## config.mk

```make
export PLATFORM = sky130hd
export DESIGN_NAME = controller_mc_flat
export DESIGN_NICKNAME = d
export VERILOG_FILES = /design/src/rtl/controller_mc_pkg.sv /design/src/rtl/controller_mc_if.sv /design/src/rtl/wait_timer.sv /design/src/rtl/controller_mc.sv /design/src/flat_wrapper.sv
export SDC_FILE = /design/constraint.sdc
export NUM_CORES = 1
export LEC_CHECK = 0
export CAP_MARGIN = 20
export CORE_MARGIN = 2
export CORE_UTILIZATION = 41
export DETAILED_ROUTE_END_ITERATION = 7
export PLACE_DENSITY = 0.74
export SYNTH_ARGS = -nofsm -noshare
export SYNTH_HDL_FRONTEND = slang
export SYNTH_SLANG_ARGS = --single-unit
```

## constraint.sdc

```tcl
create_clock -name clk -period 1.9 [get_ports clk]
set_input_delay 0.285 -clock clk [delete_from_list [all_inputs] [get_ports clk]]
set_output_delay 0.285 -clock clk [all_outputs]
set_load 0.05 [all_outputs]
```

## src/rtl/controller_mc_pkg.sv

```systemverilog
// rtl/controller_mc_pkg.sv - shared state/opcode encodings for the multi-cycle controller
//
// Purpose : FSM state enum (4-bit, including HALT), opcode encodings and a
//           small decode helper used by controller_mc.
// Ports   : none (package).
package controller_mc_pkg;

  localparam int STATE_W = 4;

  typedef enum logic [STATE_W-1:0] {
    ST_INST_ADDR  = 4'd0,
    ST_INST_FETCH = 4'd1,
    ST_INST_LOAD  = 4'd2,
    ST_OP_ADDR    = 4'd3,
    ST_OP_FETCH   = 4'd4,
    ST_ALU_OP     = 4'd5,
    ST_STORE      = 4'd6,
    ST_NEXT       = 4'd7,
    ST_HALT       = 4'd8
  } state_t;

  localparam logic [2:0] OP_HLT = 3'd0;
  localparam logic [2:0] OP_SKZ = 3'd1;
  localparam logic [2:0] OP_ADD = 3'd2;
  localparam logic [2:0] OP_AND = 3'd3;
  localparam logic [2:0] OP_XOR = 3'd4;
  localparam logic [2:0] OP_LDA = 3'd5;
  localparam logic [2:0] OP_STO = 3'd6;
  localparam logic [2:0] OP_JMP = 3'd7;

  // Opcodes that read a memory operand and load it (or an ALU result) into AC.
  function automatic logic loads_ac(input logic [2:0] op);
    return (op == OP_ADD) || (op == OP_AND) || (op == OP_XOR) || (op == OP_LDA);
  endfunction

endpackage

```

## src/rtl/controller_mc_if.sv

```systemverilog
// rtl/controller_mc_if.sv - handshake/control bundle between controller_mc and the datapath
//
// Purpose : groups the controller inputs (opcode, zero, mem_ready, resume)
//           and all decoded control outputs.
// Modports: master - datapath/memory side, drives inputs, observes controls.
//           slave  - controller side, consumes inputs, drives controls.
interface controller_mc_if #(
  parameter int OPCODE_W = 3,
  parameter int INC_W    = 2
);
  logic [OPCODE_W-1:0] opcode;
  logic                zero;
  logic                mem_ready;
  logic                resume;
  logic                sel;
  logic                rd;
  logic                ld_ir;
  logic                ld_ac;
  logic                ld_pc;
  logic                wr;
  logic                data_e;
  logic                halt;
  logic [INC_W-1:0]    inc_pc;
  logic [3:0]          state;
  logic                bus_err;

  modport master (
    output opcode, zero, mem_ready, resume,
    input  sel, rd, ld_ir, ld_ac, ld_pc, wr, data_e, halt, inc_pc, state, bus_err
  );

  modport slave (
    input  opcode, zero, mem_ready, resume,
    output sel, rd, ld_ir, ld_ac, ld_pc, wr, data_e, halt, inc_pc, state, bus_err
  );
endinterface

```

## src/rtl/wait_timer.sv

```systemverilog
// rtl/wait_timer.sv - consecutive memory-wait cycle counter with timeout compare
//
// Purpose : counts cycles in which the controller holds a memory state and
//           flags when the count has reached WAIT_MAX.
// Ports   : clk, rst (async, active-high); hold - current cycle is a held
//           wait; clear - the FSM changes state this cycle; at_max - count
//           equals WAIT_MAX.
module wait_timer #(
  parameter int WAIT_MAX = 15
) (
  input  logic clk,
  input  logic rst,
  input  logic hold,
  input  logic clear,
  output logic at_max
);
  localparam int CNT_W = (WAIT_MAX < 1) ? 1 : $clog2(WAIT_MAX + 1);

  logic [CNT_W-1:0] count_q;

  assign at_max = (count_q == CNT_W'(WAIT_MAX));

  // Saturates at WAIT_MAX; the controller leaves the state on that cycle
  // anyway, and clear takes precedence when it does.
  always_ff @(posedge clk or posedge rst) begin
    if (rst) begin
      count_q <= '0;
    end else if (clear) begin
      count_q <= '0;
    end else if (hold && !at_max) begin
      count_q <= count_q + CNT_W'(1);
    end
  end
endmodule

```

## src/rtl/controller_mc.sv

```systemverilog
// rtl/controller_mc.sv - multi-cycle CPU controller with memory wait states, HALT and bus timeout
//
// Purpose : 8-state instruction sequencer plus HALT; memory states hold while
//           mem_ready=0 and time out to HALT with a sticky bus_err.
// Ports   : clk, rst (async, active-high); bus (controller_mc_if.slave):
//           opcode/zero/mem_ready/resume in; sel, rd, ld_ir, ld_ac, ld_pc,
//           wr, data_e, halt, inc_pc, state, bus_err out.
module controller_mc
  import controller_mc_pkg::*;
#(
  parameter int OPCODE_W  = 3,
  parameter int INC_W     = 2,
  parameter int SKIP_STEP = 2,
  parameter int WAIT_MAX  = 15
) (
  input logic            clk,
  input logic            rst,
  controller_mc_if.slave bus
);

  state_t      state_q, state_d;
  logic        skip_q, bus_err_q;
  logic        hold, at_max, timeout;
  logic [31:0] op_ext;
  logic        op_valid;
  logic [2:0]  op;
  logic        is_hlt, is_skz, is_sto, is_jmp, uses_mem;

  // Opcodes at or above 8 (only possible when OPCODE_W > 3) decode to nothing.
  assign op_ext   = 32'(bus.opcode);
  assign op_valid = (op_ext < 32'd8);
  assign op       = op_ext[2:0];
  assign is_hlt   = op_valid && (op == OP_HLT);
  assign is_skz   = op_valid && (op == OP_SKZ);
  assign is_sto   = op_valid && (op == OP_STO);
  assign is_jmp   = op_valid && (op == OP_JMP);
  assign uses_mem = op_valid && loads_ac(op);

  assign timeout = hold && at_max;

  wait_timer #(.WAIT_MAX(WAIT_MAX)) u_wait_timer (
    .clk    (clk),
    .rst    (rst),
    .hold   (hold),
    .clear  (state_d != state_q),
    .at_max (at_max)
  );

  always_ff @(posedge clk or posedge rst) begin
    if (rst) begin
      state_q   <= ST_INST_ADDR;
      skip_q    <= 1'b0;
      bus_err_q <= 1'b0;
    end else begin
      state_q <= state_d;
      if (state_q == ST_ALU_OP) begin
        skip_q <= is_skz && bus.zero;
      end else if (state_q == ST_NEXT) begin
        skip_q <= 1'b0;
      end
      if (timeout) begin
        bus_err_q <= 1'b1;
      end else if ((state_q == ST_HALT) && bus.resume) begin
        bus_err_q <= 1'b0;
      end
    end
  end

  always_comb begin
    state_d     = state_q;
    hold        = 1'b0;
    bus.sel     = 1'b0;
    bus.rd      = 1'b0;
    bus.ld_ir   = 1'b0;
    bus.ld_ac   = 1'b0;
    bus.ld_pc   = 1'b0;
    bus.wr      = 1'b0;
    bus.data_e  = 1'b0;
    bus.halt    = 1'b0;
    bus.inc_pc  = '0;
    case (state_q)
      ST_INST_ADDR: begin
        bus.sel = 1'b1;
        state_d = ST_INST_FETCH;
      end
      ST_INST_FETCH: begin
        bus.sel = 1'b1;
        bus.rd  = 1'b1;
        if (bus.mem_ready) state_d = ST_INST_LOAD;
        else               hold    = 1'b1;
      end
      ST_INST_LOAD: begin
        bus.sel   = 1'b1;
        bus.rd    = 1'b1;
        bus.ld_ir = 1'b1;
        state_d   = ST_OP_ADDR;
      end
      ST_OP_ADDR: begin
        state_d = ST_OP_FETCH;
      end
      ST_OP_FETCH: begin
        bus.rd = uses_mem;
        if (bus.mem_ready) state_d = ST_ALU_OP;
        else               hold    = 1'b1;
      end
      ST_ALU_OP: begin
        bus.ld_pc  = is_jmp;
        bus.data_e = is_sto;
        state_d    = is_hlt ? ST_HALT : ST_STORE;
      end
      ST_STORE: begin
        bus.ld_ac  = uses_mem;
        bus.wr     = is_sto;
        bus.data_e = is_sto;
        // Only a store actually waits on memory here.
        if (is_sto && !bus.mem_ready) hold    = 1'b1;
        else                          state_d = ST_NEXT;
      end
      ST_NEXT: begin
        if (skip_q)      bus.inc_pc = INC_W'(SKIP_STEP);
        else if (is_jmp) bus.inc_pc = '0;
        else             bus.inc_pc = INC_W'(1);
        state_d = ST_INST_ADDR;
      end
      ST_HALT: begin
        bus.halt = 1'b1;
        // After a timeout, retry the fetch; after HLT, step past it.
        if (bus.resume) state_d = bus_err_q ? ST_INST_ADDR : ST_NEXT;
      end
      default: state_d = ST_INST_ADDR;
    endcase
    if (hold && at_max) state_d = ST_HALT;
  end

  assign bus.state   = state_q;
  assign bus.bus_err = bus_err_q;

endmodule

```

## src/flat_wrapper.sv

```systemverilog
// flat-port wrapper written by rule: the top's interface ports become plain ports
module controller_mc_flat import controller_mc_pkg::*;
#(
  parameter int OPCODE_W  = 3,
  parameter int INC_W     = 2,
  parameter int SKIP_STEP = 2,
  parameter int WAIT_MAX  = 15
)
  (clk, rst, bus_opcode, bus_zero, bus_mem_ready, bus_resume, bus_sel, bus_rd, bus_ld_ir, bus_ld_ac, bus_ld_pc, bus_wr, bus_data_e, bus_halt, bus_inc_pc, bus_state, bus_bus_err);
  controller_mc_if #(.OPCODE_W(OPCODE_W), .INC_W(INC_W)) bus_i ();
  input logic clk;
  input logic rst;
  input wire logic [$bits(bus_i.opcode)-1:0] bus_opcode;
  input wire logic [$bits(bus_i.zero)-1:0] bus_zero;
  input wire logic [$bits(bus_i.mem_ready)-1:0] bus_mem_ready;
  input wire logic [$bits(bus_i.resume)-1:0] bus_resume;
  output wire logic [$bits(bus_i.sel)-1:0] bus_sel;
  output wire logic [$bits(bus_i.rd)-1:0] bus_rd;
  output wire logic [$bits(bus_i.ld_ir)-1:0] bus_ld_ir;
  output wire logic [$bits(bus_i.ld_ac)-1:0] bus_ld_ac;
  output wire logic [$bits(bus_i.ld_pc)-1:0] bus_ld_pc;
  output wire logic [$bits(bus_i.wr)-1:0] bus_wr;
  output wire logic [$bits(bus_i.data_e)-1:0] bus_data_e;
  output wire logic [$bits(bus_i.halt)-1:0] bus_halt;
  output wire logic [$bits(bus_i.inc_pc)-1:0] bus_inc_pc;
  output wire logic [$bits(bus_i.state)-1:0] bus_state;
  output wire logic [$bits(bus_i.bus_err)-1:0] bus_bus_err;
  assign bus_i.opcode = bus_opcode;
  assign bus_i.zero = bus_zero;
  assign bus_i.mem_ready = bus_mem_ready;
  assign bus_i.resume = bus_resume;
  assign bus_sel = bus_i.sel;
  assign bus_rd = bus_i.rd;
  assign bus_ld_ir = bus_i.ld_ir;
  assign bus_ld_ac = bus_i.ld_ac;
  assign bus_ld_pc = bus_i.ld_pc;
  assign bus_wr = bus_i.wr;
  assign bus_data_e = bus_i.data_e;
  assign bus_halt = bus_i.halt;
  assign bus_inc_pc = bus_i.inc_pc;
  assign bus_state = bus_i.state;
  assign bus_bus_err = bus_i.bus_err;
  controller_mc #(.OPCODE_W(OPCODE_W), .INC_W(INC_W), .SKIP_STEP(SKIP_STEP), .WAIT_MAX(WAIT_MAX)) u_core (.clk(clk), .rst(rst), .bus(bus_i));
endmodule
```

==> reports/qor.txt, run 1 <==
==============================================================================
Count of fill cells added during filler insertion                          111
DR pass1 iterations                                                          4
DRT iter0 DRCs                                                              57
Setup Viol. Count Final                                                      8
Number of port buffers                                                      22
Effective utilization at floorplan                                       0.445
Outcome                                                           finished, violations left
Post-route DRC violation count                                               0
Met1 demand-to-capacity share in global routing                          0.312
Part of the power in combinational logic                                 0.783
PwrDens                                                           1590 nW/um^2
Global-route wire length before repair                                 3910 um
Final HPWL from detailed placement                                     1830 um
Antenna viol nets, final                                                     0
Kind of capture point of the worst setup path                        flip-flop
Critical-path cell list                                           buf_6, xnor2_2, o32a_1, o32ai_2, mux2_4, nor3_2
Vias in the first global route                                             848
Num ports                                                                   23
Final slew viol count                                                        0
CTS hold repair buffers                                                      0
Slowest stage delay, CP                                                 440 ps
Worst Setup Path Type                                             flip-flop to flip-flop
Final weighted congestion in routability-driven placement                0.810
Layout Cell Area excl Fill                                          1470 sq um
Final worst setup slack                                               -93.4 ps
Die outline height                                                     47.7 um
Worst Path Arrival                                                     2190 ps
RSZ-0062 raised after global routing                                      true
Chip Width                                                             47.7 um
Yosys top cell by area                                                 dfrtp_1
Final cell utilization of the core                                       0.833
Layout-stage area growth over the synthesis result                       87.4%
Net Count, Synth                                                            99
Number of max-cap violations                                                 0
Post-Route WL                                                          2680 um
Area used by sequential logic in the layout                          255 sq um
Relative max-transition margin                                           0.667
Violations in the final reports                                   setup timing
Leak pwr                                                              0.599 nW
Reg clk slew, reported paths                                             70 ps
Number of vias per cell after detailed routing                            5.78
CTS Sinks                                                                   10
N_diodes                                                                     0
Element type at the critical path start                              flip-flop
Top area cells in the synthesized netlist                         dfrtp_1, xnor2_1, nor3_1, nor2_1, nand3_1
Switching Fraction                                                       0.489
H-tree depth                                                                 1
Seq pwr share                                                            0.149
Pin count of the biggest net entering global routing                        17
Vias after detailed routing                                                901
Synthesis Warnings                                                           0
Clock Latency Late Sink                                                 270 ps
Data required, critical path                                           2090 ps
Number of cells produced by synthesis                                       90
Initial antenna violation count                                              0
Slew of the pin with the lowest slew margin                             497 ps
Share of power burned in the clock network                               0.068
Global route hottest layer                                                met2
Final cycle utilization of the critical path                              1.05
Residual overflow from global routing                                        0
Sequential element share of the synthesized area                         0.319
Number of hold-slack violations in the final timing report                   0
CP max-delay cell                                                      dfrtp_2
Crit Reg-Reg Startpoint                                           u_core.bus.state[0]$_DFF_PP0_
Post-place instance area                                            1330 sq um
Average wire per cell in the routed design                             17.2 um
Sw Pwr                                                                 1.14 mW
Share of the synthesized area in the top cell type                       0.319
Worst-case register-to-register setup slack                             -90 ps
Final total power                                                      2.34 mW
Routing usage on met2                                                    0.437
Max Freq                                                               502 MHz
Type of the most critical hold path                               primary input to async pin
Number of synthesized register bits                                         10
Area of the multi-input gates                                        641 sq um
Placement Rows                                                              15
Number of different library cells in the post-synthesis netlist             38
Critical path launch point                                        u_core.bus.state[0]$_DFF_PP0_
Global Route met3 Usage                                                 0.0453
Clock Skews                                                            5.86 ps
Die area                                                            2280 sq um
Crit-path max FO                                                             5
Max clock buf depth                                                          2
Clock tree from TritonCTS                                                 done
Cell-internal power                                                    1.19 mW
Final worst path period need                                           1990 ps
IR Drop Worst-Case VDD                                                 1220 uV
Fraction of layout cells with a size suffix above 1                      0.496
Total GRT Usage                                                          0.253
Root Buffer                                                           clkbuf_4
Number of nets in the finished design                                      141
Placeable core region                                               1760 sq um
CTS Buf Count                                                                3
Minimum hold slack                                                      295 ps
Netlist area before placement                                        785 sq um
Syn avg cell area                                                   8.72 sq um
==============================================================================
-- stage by stage --
stage | instances | setup TNS [ps] | setup WS [ps]
floorplan | 90 | -837 | -192
global placement | 148 | -379 | -96.5
detailed placement | 148 | -566 | -153
CTS | 155 | -16.4 | -10.5
global route | 156 | -833 | -144
finish | 156 | -377 | -93.4
-- path summary, 6_finish.rpt --
path	depth (start not counted)	endpoint
worst min register to register	1	u_core.bus.bus_err$_DFFE_PP0P_
min in group clk	1	u_core.bus.bus_err$_DFFE_PP0P_
worst max register to register	6	u_core.u_wait_timer.count_q[3]$_DFFE_PP0P_
max in group asynchronous	2	u_core.bus.state[2]$_DFF_PP0_
worst min-delay path	2	u_core.bus.bus_err$_DFFE_PP0P_
worst max-delay path	6	u_core.u_wait_timer.count_q[3]$_DFFE_PP0P_
-- worst max-delay path: cells and delay by family, from the launching register on --
kind | cells | cell delay, ps
buffers and inverters | 1 | 130
xor gates and xnor gates | 1 | 110
AOI/OAI and AO/OA | 2 | 700
and+or+nand+nor | 1 | 160
muxes | 1 | 370
DFF | 1 | 440
-- synthesized netlist by cell type, drive strengths merged --
library cell / instances
nor2b: 3
nor4bb: 1
nor3b: 2
o22a: 1
clkbuf: 3
xor2: 1
a21oi: 4
mux2: 1
nand2: 3
nor4b: 2
xnor2: 5
inv: 5
ha: 1
a311oi: 1
a21o: 1
o21ai: 2
o32ai: 1
o211ai: 2
mux2i: 1
and3: 3
a211oi: 1
o32a: 2
nand4bb: 1
a32o: 2
and2: 1
buf: 3
nand3b: 1
or4b: 1
nor2: 9
dfrtp: 10
nand2b: 1
nor4: 1
nand3: 5
nor3: 7
a31oi: 2
-- cells in the final DEF, fill, tap and decap left out, types with 2 or more instances in the layout --
master and count:
buf_12 11, and3_1 3, a21oi_1 4, buf_6 4, nor3_2 4, dfrtp_2 4
o21ai_0 2, nor3_1 2, clkbuf_4 3, o32a_1 2, buf_4 20, a32o_1 2
clkdlybuf4s50_1 8, nor2_1 7, nor3b_4 2, nand3_1 5, nand2_1 3, inv_1 4
o211ai_1 2, xnor2_1 3, dfrtp_1 6
-- final cells by class --
type                            instances  share of cell area
Multi-Input combinational cell         69               0.436
Sequential cell                        10               0.174
Clock buffer                            4              0.0179
Tap cell                               25              0.0213
Inverter                                5              0.0145
Timing Repair Buffer                   43               0.337
-- sequential cells by signal, summed over array words and instances (netlist names) --
| register | flops |
|---|---|
| u_core.u_wait_timer.count_q | 4 |
| u_core.bus.bus_err | 1 |
| u_core.bus.state | 4 |
| u_core.skip_q | 1 |
-- cell families (layout without fill, tap and decap cells) --
family	count (synthesis)	after routing	share of synthesized area
fa+ha+maj	1	1	0.0159
buf+inv	11	52	0.0638
xor+xnor	6	6	0.0670
mux	2	2	0.0319
compound gates	19	19	0.187
flops	10	10	0.319
simple gates	41	41	0.316
-- power groups by stage --
| stage | clock [mW] | combinational (mW) | sequential, mW |
|---|---|---|---|
| final | 0.159 | 1.83 | 0.349 |
| after detailed placement | 0 | 1.59 | 0.339 |
| after floorplan | 0 | 0.921 | 0.458 |
| after global placement | 0 | 1.55 | 0.337 |
| after global routing | 0.168 | 1.92 | 0.357 |
| after CTS | 0.163 | 1.69 | 0.333 |
-- layer usage --
| metal | routed length [um] | vias to the layer above |
|---|---|---|
| met1 | 1010 | 418 |
| met3 | 161 | 12 |
| met2 | 1430 | 56 |
| li1 | - | 415 |
| met4 | 76 | 0 |
| met5 | 0 | - |
-- what timing repair did --
item                                   4_1_cts  5_1_grt
setup endpoints to repair                    8        9
gates resized for setup                      8        7
endpoints found under the hold margin        0        0
buffers inserted                             3        1
pin swaps                                    3        2
Note: power is estimated with default switching activity, not from simulation.
==> run 2, diff against run 1 <==
PLACE_DENSITY = 0.81   (was 0.74)
SLEW_MARGIN = 20   (was default)
==> run 2 against run 1 <==
- the flow still finishes with violations (setup timing)
- non-clock buffer count up 5
- critical path depth down 2
- global-route usage up 2.1 points
- final cell count up 3.2%
- highest routed layer unchanged
==> reports/qor.txt, run 2 (synthesized netlist as in run 1, its figures left out) <==
=========================================================================
Die area                                                       2280 sq um
Effective utilization at floorplan                                  0.445
Root Buffer                                                      clkbuf_4
Chip Width                                                        47.7 um
Worst Setup Path Type                                        flip-flop to output pin
CTS Sinks                                                              10
Die outline height                                                47.7 um
Clock tree from TritonCTS                                            done
Global-route wire length before repair                            4230 um
Placement Rows                                                         15
Crit-path max FO                                                       14
N_diodes                                                                0
Total GRT Usage                                                     0.274
Setup Viol. Count Final                                                 8
Type of the most critical hold path                          primary input to async pin
Element type at the critical path start                         flip-flop
Leak pwr                                                         0.621 nW
Antenna viol nets, final                                                0
Clock Latency Late Sink                                            270 ps
Outcome                                                      finished, violations left
Vias in the first global route                                        917
Final cycle utilization of the critical path                         1.04
Num ports                                                              23
Final HPWL from detailed placement                                1780 um
IR Drop Worst-Case VDD                                            1180 uV
Max Freq                                                          506 MHz
Critical path launch point                                   u_core.bus.state[0]$_DFF_PP0_
Vias after detailed routing                                           921
Crit Reg-Reg Startpoint                                      u_core.bus.state[0]$_DFF_PP0_
Final cell utilization of the core                                  0.862
Average wire per cell in the routed design                        18.0 um
Met1 demand-to-capacity share in global routing                     0.309
Highest-count cells in the layout ignoring fill and taps     buf_4, buf_12, clkdlybuf4s50_1
Violations in the final reports                              setup timing
Global route hottest layer                                           met2
Number of port buffers                                                 22
Kind of capture point of the worst setup path                  output pin
Count of fill cells added during filler insertion                      91
Routing usage on met2                                               0.504
Clock Skews                                                       4.60 ps
DR pass1 iterations                                                     4
Reg clk slew, reported paths                                        70 ps
Slew of the pin with the lowest slew margin                        496 ps
PwrDens                                                      1630 nW/um^2
Final slew viol count                                                   0
H-tree depth                                                            1
Final worst path period need                                      1970 ps
Crit path capture                                               bus_ld_ac
Relative max-transition margin                                      0.668
Number of nets in the finished design                                 146
CTS hold repair buffers                                                 0
Worst-case register-to-register setup slack                        -40 ps
Placeable core region                                          1760 sq um
Number of hold-slack violations in the final timing report              0
Worst Path Arrival                                                1690 ps
Post-Route WL                                                     2890 um
Number of max-cap violations                                            0
Minimum hold slack                                                 295 ps
Layout-stage area growth over the synthesis result                  93.9%
Post-route DRC violation count                                          0
Commonest non-fill, non-tap cell in the layout                      buf_4
Max clock buf depth                                                     2
DRT iter0 DRCs                                                         45
CTS Buf Count                                                           3
Pin count of the biggest net entering global routing                   15
Critical register-to-register path endpoint                  u_core.u_wait_timer.count_q[0]$_DFFE_PP0P_
Global Route met3 Usage                                            0.0415
R2R depth                                                               5
Fraction of layout cells with a size suffix above 1                 0.537
Data required, critical path                                      1620 ps
Initial antenna violation count                                         0
RSZ-0062 raised after global routing                                 true
Residual overflow from global routing                                   0
Number of vias per cell after detailed routing                       5.72
Final worst setup slack                                          -74.5 ps
Final weighted congestion in routability-driven placement           0.804
=========================================================================
run 2: changes by cell type in the layout (fill, tap and decap cells not counted), moves of 2 or more:
cell / delta
buf_4: +6
and3_1: -2
and3_4: +2
buf_6: -2
run 2: what timing repair did:
item	4_1_cts	5_1_grt
gates resized for setup	15	4
setup buffers	5	3
setup endpoints to repair	10	10
pin swaps	3	4
run 2: power by group:
part | internal, mW | total, mW | switching [mW]
clock network | 0.116 | 0.193 | 0.0768
registers | 0.270 | 0.339 | 0.0693
logic | 0.907 | 1.95 | 1.05
run 2: layer usage:
metal / wire (um) / vias to the layer above
li1: - / 425
met1: 1160 / 452
met2: 1540 / 33
met3: 108 / 11
met4: 86 / 0
met5: 0 / -
run 2: worst min path at each step:
stage	startpoint	end	slack, ps	depth (start not counted)
global route	rst	u_core.bus.bus_err$_DFFE_PP0P_	330	2
finish	rst	u_core.bus.bus_err$_DFFE_PP0P_	290	2
global placement	u_core.bus.bus_err$_DFFE_PP0P_	u_core.bus.bus_err$_DFFE_PP0P_	540	1
CTS	rst	u_core.bus.bus_err$_DFFE_PP0P_	310	2
floorplan	rst	u_core.bus.bus_err$_DFFE_PP0P_	120	1
detailed placement	u_core.bus.bus_err$_DFFE_PP0P_	u_core.bus.bus_err$_DFFE_PP0P_	550	1
run 2: area by class of cell:
cell class | instances | area (sq um) | share of cell area
multi-input combinational | 69 | 644 | 0.424
inverter | 5 | 21.3 | 0.0140
sequential | 10 | 255 | 0.168
clock buffer | 4 | 36.3 | 0.0238
tap | 25 | 31.3 | 0.0206
timing repair buffer | 48 | 533 | 0.350
run 2: worst max-delay path: stages, from the launching register on:
cell	delay (ps)
dfrtp_2	440
buf_4	220
nor4bb_2	360
and2_1	240
buf_12	150
run 2: metrics by stage:
stage | power [mW] | setup slack [ps] | TNS, ps | instances | cell area [sq um]
finish | 2.48 | -74.5 | -288 | 161 | 1520
global placement | 1.88 | -91.0 | -358 | 150 | 1330
floorplan | 1.38 | -192 | -837 | 90 | 888
CTS | 2.33 | -35.7 | -103 | 159 | 1480
global route | 2.61 | -145 | -872 | 161 | 1520
detailed placement | 1.93 | -189 | -663 | 150 | 1330
